## config.mk

```make
export PLATFORM = sky130hd
export DESIGN_NAME = seq_shifter
export DESIGN_NICKNAME = d
export VERILOG_FILES = /design/src/rtl/seq_shifter.sv
export SDC_FILE = /design/constraint.sdc
export NUM_CORES = 1
export LEC_CHECK = 0
export ABC_AREA = 1
export ABC_CLOCK_PERIOD_IN_PS = 2320
export BUFFER_PORTS_ARGS = -buffer_cell sky130_fd_sc_hd__buf_2
export CAP_MARGIN = 0
export CORE_ASPECT_RATIO = 1.75
export CORE_MARGIN = 8
export CORE_UTILIZATION = 50
export DETAILED_ROUTE_END_ITERATION = 7
export PLACE_DENSITY = 0.72
export SETUP_SLACK_MARGIN = 0.05
export SKIP_LAST_GASP = 1
export SYNTH_ARGS = -nofsm -noshare
export SYNTH_HDL_FRONTEND = slang
export SYNTH_SLANG_ARGS = --single-unit
```

## constraint.sdc

```tcl
create_clock -name clk -period 2.32 [get_ports clk]
set_input_delay 0.232 -clock clk [delete_from_list [all_inputs] [get_ports clk]]
set_output_delay 0.232 -clock clk [all_outputs]
set_load 0.03 [all_outputs]
```

## src/rtl/seq_shifter.sv

```systemverilog
// Multi-cycle shifter (LSR/ASR/LSL/ROR) moving up to STEP bits per clock under a start/busy/done handshake.
// Define SEQ_SHIFTER_CARRY_EN to build the carry_out logic; otherwise carry_out is tied to 0.
module seq_shifter #(
  parameter int unsigned WIDTH = 32,
  parameter int unsigned STEP  = 1,
  parameter int unsigned SAW   = $clog2(WIDTH) + 1
) (
  input  logic             clk,
  input  logic             rst,
  input  logic             start,
  input  logic [1:0]       mode,
  input  logic [WIDTH-1:0] data_in,
  input  logic [SAW-1:0]   shift_amount,
  output logic             busy,
  output logic             done,
  output logic [WIDTH-1:0] data_out,
  output logic             carry_out
);

  localparam logic [1:0] IDLE  = 2'd0;
  localparam logic [1:0] SHIFT = 2'd1;
  localparam logic [1:0] DONE  = 2'd2;

  localparam logic [1:0] M_LSR = 2'd0;
  localparam logic [1:0] M_ASR = 2'd1;
  localparam logic [1:0] M_LSL = 2'd2;
  localparam logic [1:0] M_ROR = 2'd3;

  logic [1:0]       state, state_n;
  logic [1:0]       mode_q;
  logic [WIDTH-1:0] work, work_n;
  logic [SAW-1:0]   rem, eff, k;
  logic             capture;

  // Rotates wrap modulo WIDTH; the other modes saturate at WIDTH.
  always_comb begin
    eff = '0;
    if (mode == M_ROR)
      eff = SAW'(32'(shift_amount) % WIDTH);
    else if (32'(shift_amount) >= WIDTH)
      eff = SAW'(WIDTH);
    else
      eff = shift_amount;
  end

  // One iteration: shift by k = min(STEP, rem).
  always_comb begin
    k      = (32'(rem) < STEP) ? rem : SAW'(STEP);
    work_n = work;
    case (mode_q)
      M_LSR:   work_n = work >> k;
      M_ASR:   work_n = $unsigned($signed(work) >>> k);
      M_LSL:   work_n = work << k;
      default: work_n = (work >> k) | (work << (SAW'(WIDTH) - k));
    endcase
  end

  always_comb begin
    state_n = state;
    capture = 1'b0;
    case (state)
      IDLE: begin
        if (start) begin
          capture = 1'b1;
          state_n = SHIFT;
        end
      end
      SHIFT: begin
        if (32'(rem) <= STEP) state_n = DONE;
      end
      DONE: begin
        if (start) begin
          capture = 1'b1;
          state_n = SHIFT;
        end else begin
          state_n = IDLE;
        end
      end
      default: state_n = IDLE;
    endcase
  end

  always_ff @(posedge clk) begin
    if (rst) begin
      state    <= IDLE;
      mode_q   <= '0;
      work     <= '0;
      rem      <= '0;
      busy     <= 1'b0;
      done     <= 1'b0;
      data_out <= '0;
    end else begin
      state <= state_n;
      busy  <= (state_n == SHIFT);
      done  <= (state_n == DONE);
      if (capture) begin
        work   <= data_in;
        rem    <= eff;
        mode_q <= mode;
      end else if (state == SHIFT) begin
        work <= work_n;
        rem  <= rem - k;
      end
      if (state == SHIFT && state_n == DONE) data_out <= work_n;
    end
  end

`ifdef SEQ_SHIFTER_CARRY_EN
  logic             last_q, last_n, over_q, zero_q;
  logic [WIDTH-1:0] shout;

  // Bit leaving the register on this iteration; held when nothing moves.
  always_comb begin
    shout  = '0;
    last_n = last_q;
    if (k != '0) begin
      if (mode_q == M_LSL)
        shout = work >> (SAW'(WIDTH) - k);
      else
        shout = work >> (k - SAW'(1));
      last_n = shout[0];
    end
  end

  always_ff @(posedge clk) begin
    if (rst) begin
      last_q    <= 1'b0;
      over_q    <= 1'b0;
      zero_q    <= 1'b0;
      carry_out <= 1'b0;
    end else begin
      if (capture) begin
        last_q <= 1'b0;
        over_q <= (mode != M_ROR) && (32'(shift_amount) > WIDTH);
        zero_q <= (shift_amount == '0);
      end else if (state == SHIFT) begin
        last_q <= last_n;
      end
      if (state == SHIFT && state_n == DONE) begin
        if (zero_q)
          carry_out <= 1'b0;
        else if (over_q)
          carry_out <= (mode_q == M_ASR) & work[WIDTH-1];
        else if (mode_q == M_ROR)
          carry_out <= work_n[WIDTH-1];
        else
          carry_out <= last_n;
      end
    end
  end
`else
  assign carry_out = 1'b0;
`endif

endmodule

```

==> results of run 1 <==
==> how the worst max path moves through the flow <==
stage	start	endpoint	slack, ps	cells after the start
2_1_floorplan	rem[4]$_SDFFE_PP0P_	data_out[12]$_SDFFE_PP0P_	190	15
3_3_place_gp	rem[1]$_SDFFE_PP0P_	data_out[22]$_SDFFE_PP0P_	280	11
3_5_place_dp	rem[1]$_SDFFE_PP0P_	work[29]$_SDFFE_PP0P_	290	13
4_1_cts	rem[1]$_SDFFE_PP0P_	data_out[22]$_SDFFE_PP0P_	270	11
5_1_grt	rem[3]$_SDFFE_PP0P_	work[13]$_SDFFE_PP0P_	100	10
6_report	rem[3]$_SDFFE_PP0P_	work[29]$_SDFFE_PP0P_	270	12
==> what timing repair did <==
action / 4_1_cts / 5_1_grt
setup buffers: 0 / 2
endpoints found under the setup margin: 0 / 1
resized for setup: 0 / 0
==> cell usage in the layout (no fill, tap or decap), types with 2 or more instances in the layout <==
cell type | synthesis | routed
o221ai_1 | 2 | 2
nor2_1 | 19 | 19
nor2_4 | 4 | 4
o21ai_2 | 2 | 2
o21ai_1 | 11 | 11
nand4_1 | 5 | 5
buf_2 | 7 | 76
a31oi_1 | 18 | 18
conb_1 | 2 | 2
a211oi_1 | 4 | 4
a21oi_1 | 47 | 47
dfxtp_1 | 76 | 76
nand2_1 | 233 | 233
inv_2 | 3 | 3
ha_1 | 2 | 2
bufinv_16 | 0 | 2
buf_4 | 4 | 25
o22ai_1 | 2 | 2
clkbuf_16 | 0 | 9
nor2_2 | 5 | 5
nand3_1 | 81 | 81
buf_12 | 0 | 2
nand2_2 | 9 | 9
o21ai_0 | 63 | 63
clkinv_2 | 0 | 2
mux2i_1 | 2 | 2
inv_1 | 75 | 75
==> cells by family (layout without fill, tap and decap cells) <==
logic type | after synthesis | in the layout
AO/OA/AOI/OAI | 156 | 156
adder cells (fa/ha/maj) | 2 | 2
buffers and inverters | 123 | 196
flip-flops | 76 | 76
multiplexers | 2 | 2
other | 2 | 2
AND/OR/NAND/NOR | 359 | 359
==> flip-flops by register name, indices dropped and copies added (netlist names) <==
name      count
done          1
state         2
mode_q        2
data_out     32
rem           6
work         32
busy          1
==> power breakdown <==
group / total (uW) / switching (uW) / internal (uW)
Clock: 1490 / 554 / 932
Sequential: 1620 / 122 / 1500
Combinational: 2830 / 1940 / 882
==> through the flow <==
stage	worst slack, ps	instances	area [um^2]
2_1_floorplan	188	720	4510
3_3_place_gp	283	896	5010
3_5_place_dp	295	896	5010
4_1_cts	267	911	5320
5_1_grt	97.9	913	5330
6_report	273	913	5330
==> layout make-up <==
| type | count | area, um^2 |
|---|---|---|
| clock inverter | 5 | 77.6 |
| tap | 120 | 150 |
| clock buffer | 10 | 229 |
| inverter | 78 | 293 |
| fill | 911 | 3590 |
| multi-input combinational | 521 | 2450 |
| sequential | 76 | 1520 |
| timing repair buffer | 103 | 608 |
==> worst max-delay path: stages (launching register included) <==
cell     delay [ps]
dfxtp_1         460
nor2_2           80
nand3_2         120
buf_12          270
nand2_2         130
nor2_4          220
buf_4           170
inv_1            50
nand2_1          60
nand2_1          70
nand2_1         110
nand2_1          80
a21oi_2         110
==> layer usage <==
layer,track usage [%],wire length (um),up-vias
li1,-,-,2487
met1,28.4,5990,2290
met2,44.9,7960,200
met3,3.59,841,58
met4,14.2,699,0
met5,0,0,-
==> results.yml, run 1 <==
grt:
  grt_max_degree: 64
  antenna_found_initial: 0
  track_usage_pct: 25.7
  grt_remaining_overflow: 0
  grt_pass1_wl_um: 24800
  grt_pass1_vias: 5076
critical_path:
  reg2reg_to: "work[29]$_SDFFE_PP0P_"
  start_kind: "register"
  r2r_slack_ps: 270
  reg2regPathDepth: 12
  endpoint_kind: "register"
  path_class: "register to register"
  cp_max_fo: 63
  cp.arrival_ps: 2320
  timing.rr.start: "rem[3]$_SDFFE_PP0P_"
  required_ps: 2590
power:
  leakage_uw: 0.00261
  max-vdd-ir-drop_v: 0.000593
  power.total_uw: 5930
  power_density_nw_per_um2: 1110
detailed_routing:
  finalWirelength_um: 15500
  wire_per_inst_um: 17.0
  vias: 5035
  antenna_left: 0
  drcViolationCount: 0
  drt_pre_antenna_iters: 5
  drt_iter0_drc: 393
  viasPerCell: 5.51
synth:
  synthAdderAreaFrac_pct: 0.555
  synth_seq_cells: 76
  synth_mux_area_share_pct: 0.444
  synth_common_cells: "233 x nand2_1, 81 x nand3_1, 76 x dfxtp_1"
  syn_area_per_cell_um2: 6.26
  synthMostInstantiatedCell: "nand2_1"
  yosysWarnings: 0
  synth_cell_types: 36
  synth_compound_area_share_pct: 19.1
  synth_area_um2: 4510
  ys_top_cells_by_area: "dfxtp_1 34%, nand2_1 19%, nand3_1 9.0%"
  mappedNetlistNets: 765
  synth_top_family_by_area: "simple AND/OR/NAND/NOR gates"
  synth_xor_area_share_pct: 0
  synth_area_leader_cell: "dfxtp_1"
  synth-edff-count: 0
  synth_top_area_share_pct: 33.8
  yosys.area_share.simple_pct: 34.2
  synthesis.instances: 720
  synth_seq_area_share_pct: 33.8
  ys.flop_type: "dfxtp_1"
  synthArstFlopShare_pct: 0
sta:
  finalHoldViolations: 0
  slew_headroom_pct: 64.2
  min_period_ps: 2050
  maxSlewViolCount: 0
  rsz0062_at_grt: "no"
  fmax_mhz: 489
  skew_ps: 6.25
  tns_ps: 0
  tightest_slew_ps: 536
  setup_viol: 0
  whs_ps: 176
  fin_crit_sh_pct: 88.2
layout:
  drive_gt1_share_pct: 18.3
  nets: 834
  fin_util_pct: 59.8
  area_delta_synth_final_pct: 18.4
  diodes: 0
hold_path:
  holdPathEnd: "work[8]$_SDFFE_PP0P_"
  hp-class: "input port to register"
  min_from: "data_in[8]"
  worstHoldPathCells: 3
floorplanning:
  core_um2: 8920
  start_util_pct: 50.5
  die_area_um2: 12400
  rows: 46
  ios: 78
  die_w_um: 87.8
  die_height_um: 142
placed_design:
  port_buffers: 76
  routabilityCongestion: 0.958
  dp_hpwl_um: 11500
clocking:
  cts_hold_buf: 0
  path_clk_slew_ps: 60
  cts_root_buf: "clkbuf_16"
  clk_latency_ps: 340
  clock_path_buffers: 2
  numCtsBuffers: 9
  cts_tree: "done"
  h-tree-depth: 3
  clock-sinks: 76
flow_run:
  maxCapViolations: 0
run_status:
  status: "finished clean"
No activity file was read; power rests on OpenSTA's default activity.
==> run 2: changes to the inputs <==
- CTS_BUF_LIST: default -> sky130_fd_sc_hd__clkbuf_16
==> run 2 against run 1 <==
  * Via count about the same
  * Clock power barely moved
  * Sequential share of layout area stayed put
  * Critical path type unchanged
  * Cell area unchanged
  * Critical path depth stayed put
  * Highest routed layer unchanged
  * Sequential power hardly changed
  * Clock skew hardly changed
==> results.yml, run 2 (same netlist as run 1, synthesis figures left out) <==
run_status:
  status: "finished clean"
critical_path:
  path_buf_inv: 3
  path_cells: "nor2_2, nand3_2, buf_12, nand2_2, nor2_4, buf_4, inv_1, nand2_1, nand2_1, nand2_1, nand2_1, a21oi_2"
  crit_path_max_incr_delay_ps: 460
  path_class: "register to register"
  crit_top_cell: "nand2_1"
  cp.arrival_ps: 2320
  cp_max_fo: 63
  endpoint_kind: "register"
  cp_top_family: "simple AND/OR/NAND/NOR gates"
  required_ps: 2590
  start_kind: "register"
  r2r_slack_ps: 270
  slowest_stage: "dfxtp_1"
power:
  combPwrFrac_pct: 47.7
  p_sw_uw: 2610
  seqPwrFrac_pct: 27.4
  intPower_uw: 3310
  pwr-share-clk_pct: 25.0
  leakage_uw: 0.00262
  max-vdd-ir-drop_v: 0.000593
  power_density_nw_per_um2: 1110
  swShare_pct: 44.1
grt:
  grt_pass1_vias: 5076
  grt_pass1_wl_um: 24800
  grt_remaining_overflow: 0
  track_usage_pct: 25.7
  antenna_found_initial: 0
  grt_max_degree: 64
detailed_routing:
  finalWirelength_um: 15500
  wire_per_inst_um: 17.0
  viasPerCell: 5.52
  vias: 5037
  antenna_left: 0
  drt_pre_antenna_iters: 5
  drcViolationCount: 0
  drt_iter0_drc: 378
sta:
  tightest_slew_ps: 534
  rsz0062_at_grt: "no"
  skew_ps: 5.94
  tns_ps: 0
  fin_crit_sh_pct: 88.4
  maxSlewViolCount: 0
  min_period_ps: 2050
  setup_viol: 0
  finalHoldViolations: 0
  slew_headroom_pct: 64.3
  fmax_mhz: 488
layout:
  largest_registers: "data_out (32), work (32), rem (6)"
  drive_gt1_share_pct: 18.3
  final_common_cell: "nand2_1"
  layout_common_cells: "233 x nand2_1, 81 x nand3_1, 76 x inv_1, 76 x dfxtp_1, 76 x buf_2"
  area_delta_synth_final_pct: 18.4
  fin_util_pct: 59.8
  diodes: 0
  nets: 834
placed_design:
  routabilityCongestion: 0.958
  dp_hpwl_um: 11500
  port_buffers: 76
clocking:
  cts_root_buf: "clkbuf_16"
  clock-sinks: 76
  post_cts_resized: 0
  clk_latency_ps: 340
  numCtsBuffers: 9
  h-tree-depth: 3
  path_clk_slew_ps: 60
  cts_tree: "done"
  clock_path_buffers: 2
floorplanning:
  ios: 78
  die_w_um: 87.8
  start_util_pct: 50.5
  rows: 46
  die_height_um: 142
  die_area_um2: 12400
  core_um2: 8920
flow_run:
  maxCapViolations: 0
hold_path:
  hp-class: "input port to register"
==> run 2: metal layers <==
metal	vias up	global-route usage [%]	wire length, um
met5	-	0	0
met3	54	3.59	856
li1	2486	-	-
met1	2296	28.4	5980
met2	201	44.9	7980
met4	0	14.2	666
==> run 2: final timing paths <==
path	cells past startpoint	start	to
worst max-delay path	12	rem[3]$_SDFFE_PP0P_	work[29]$_SDFFE_PP0P_
worst min-delay path	3	shift_amount[2]	rem[2]$_SDFFE_PP0P_
worst max register to register	12	rem[3]$_SDFFE_PP0P_	work[29]$_SDFFE_PP0P_
worst min register to register	2	data_out[22]$_SDFFE_PP0P_	data_out[22]$_SDFFE_PP0P_
==> run 2: timing repair <==
item	in CTS	in global routing
setup buffers	0	2
setup endpoints to repair	0	1
hold buffers	0	0
==> run 2: through the flow <==
stage                     instances  worst slack (ps)  cell area [um^2]  hold slack, ps  total power (uW)
after detailed placement        896               295              5010             457              4400
after floorplan                 720               188              4510             399              3690
after global placement          896               283              5010             456              4370
final                           913               269              5330             176              5920
after CTS                       911               267              5320             168              5890
after global routing            913              97.9              5330             186              6350
==> run 2: cell type report <==
cell class	count	area, um^2
Fill cell	911	3590
Multi-Input combinational cell	521	2450
Sequential cell	76	1520
Timing Repair Buffer	103	608
Inverter	78	293
Clock buffer	9	225
Tap cell	120	150
Clock inverter	6	81.3
==> run 2: tightest hold or removal path: cells and delay by family <==
family,cells,cell delay (ps)
buffers and inverters,1,90
AO/OA/AOI/OAI,1,70
AND/OR/NAND/NOR,1,60
==> run 2: power by group through the flow <==
| stage | Combinational (uW) | Sequential [uW] | Clock, uW |
|---|---|---|---|
| after floorplan | 1920 | 1770 | 0 |
| after global placement | 2740 | 1640 | 0 |
| after CTS | 2780 | 1620 | 1500 |
| after global routing | 3150 | 1640 | 1550 |
| final | 2820 | 1620 | 1480 |
| after detailed placement | 2760 | 1640 | 0 |
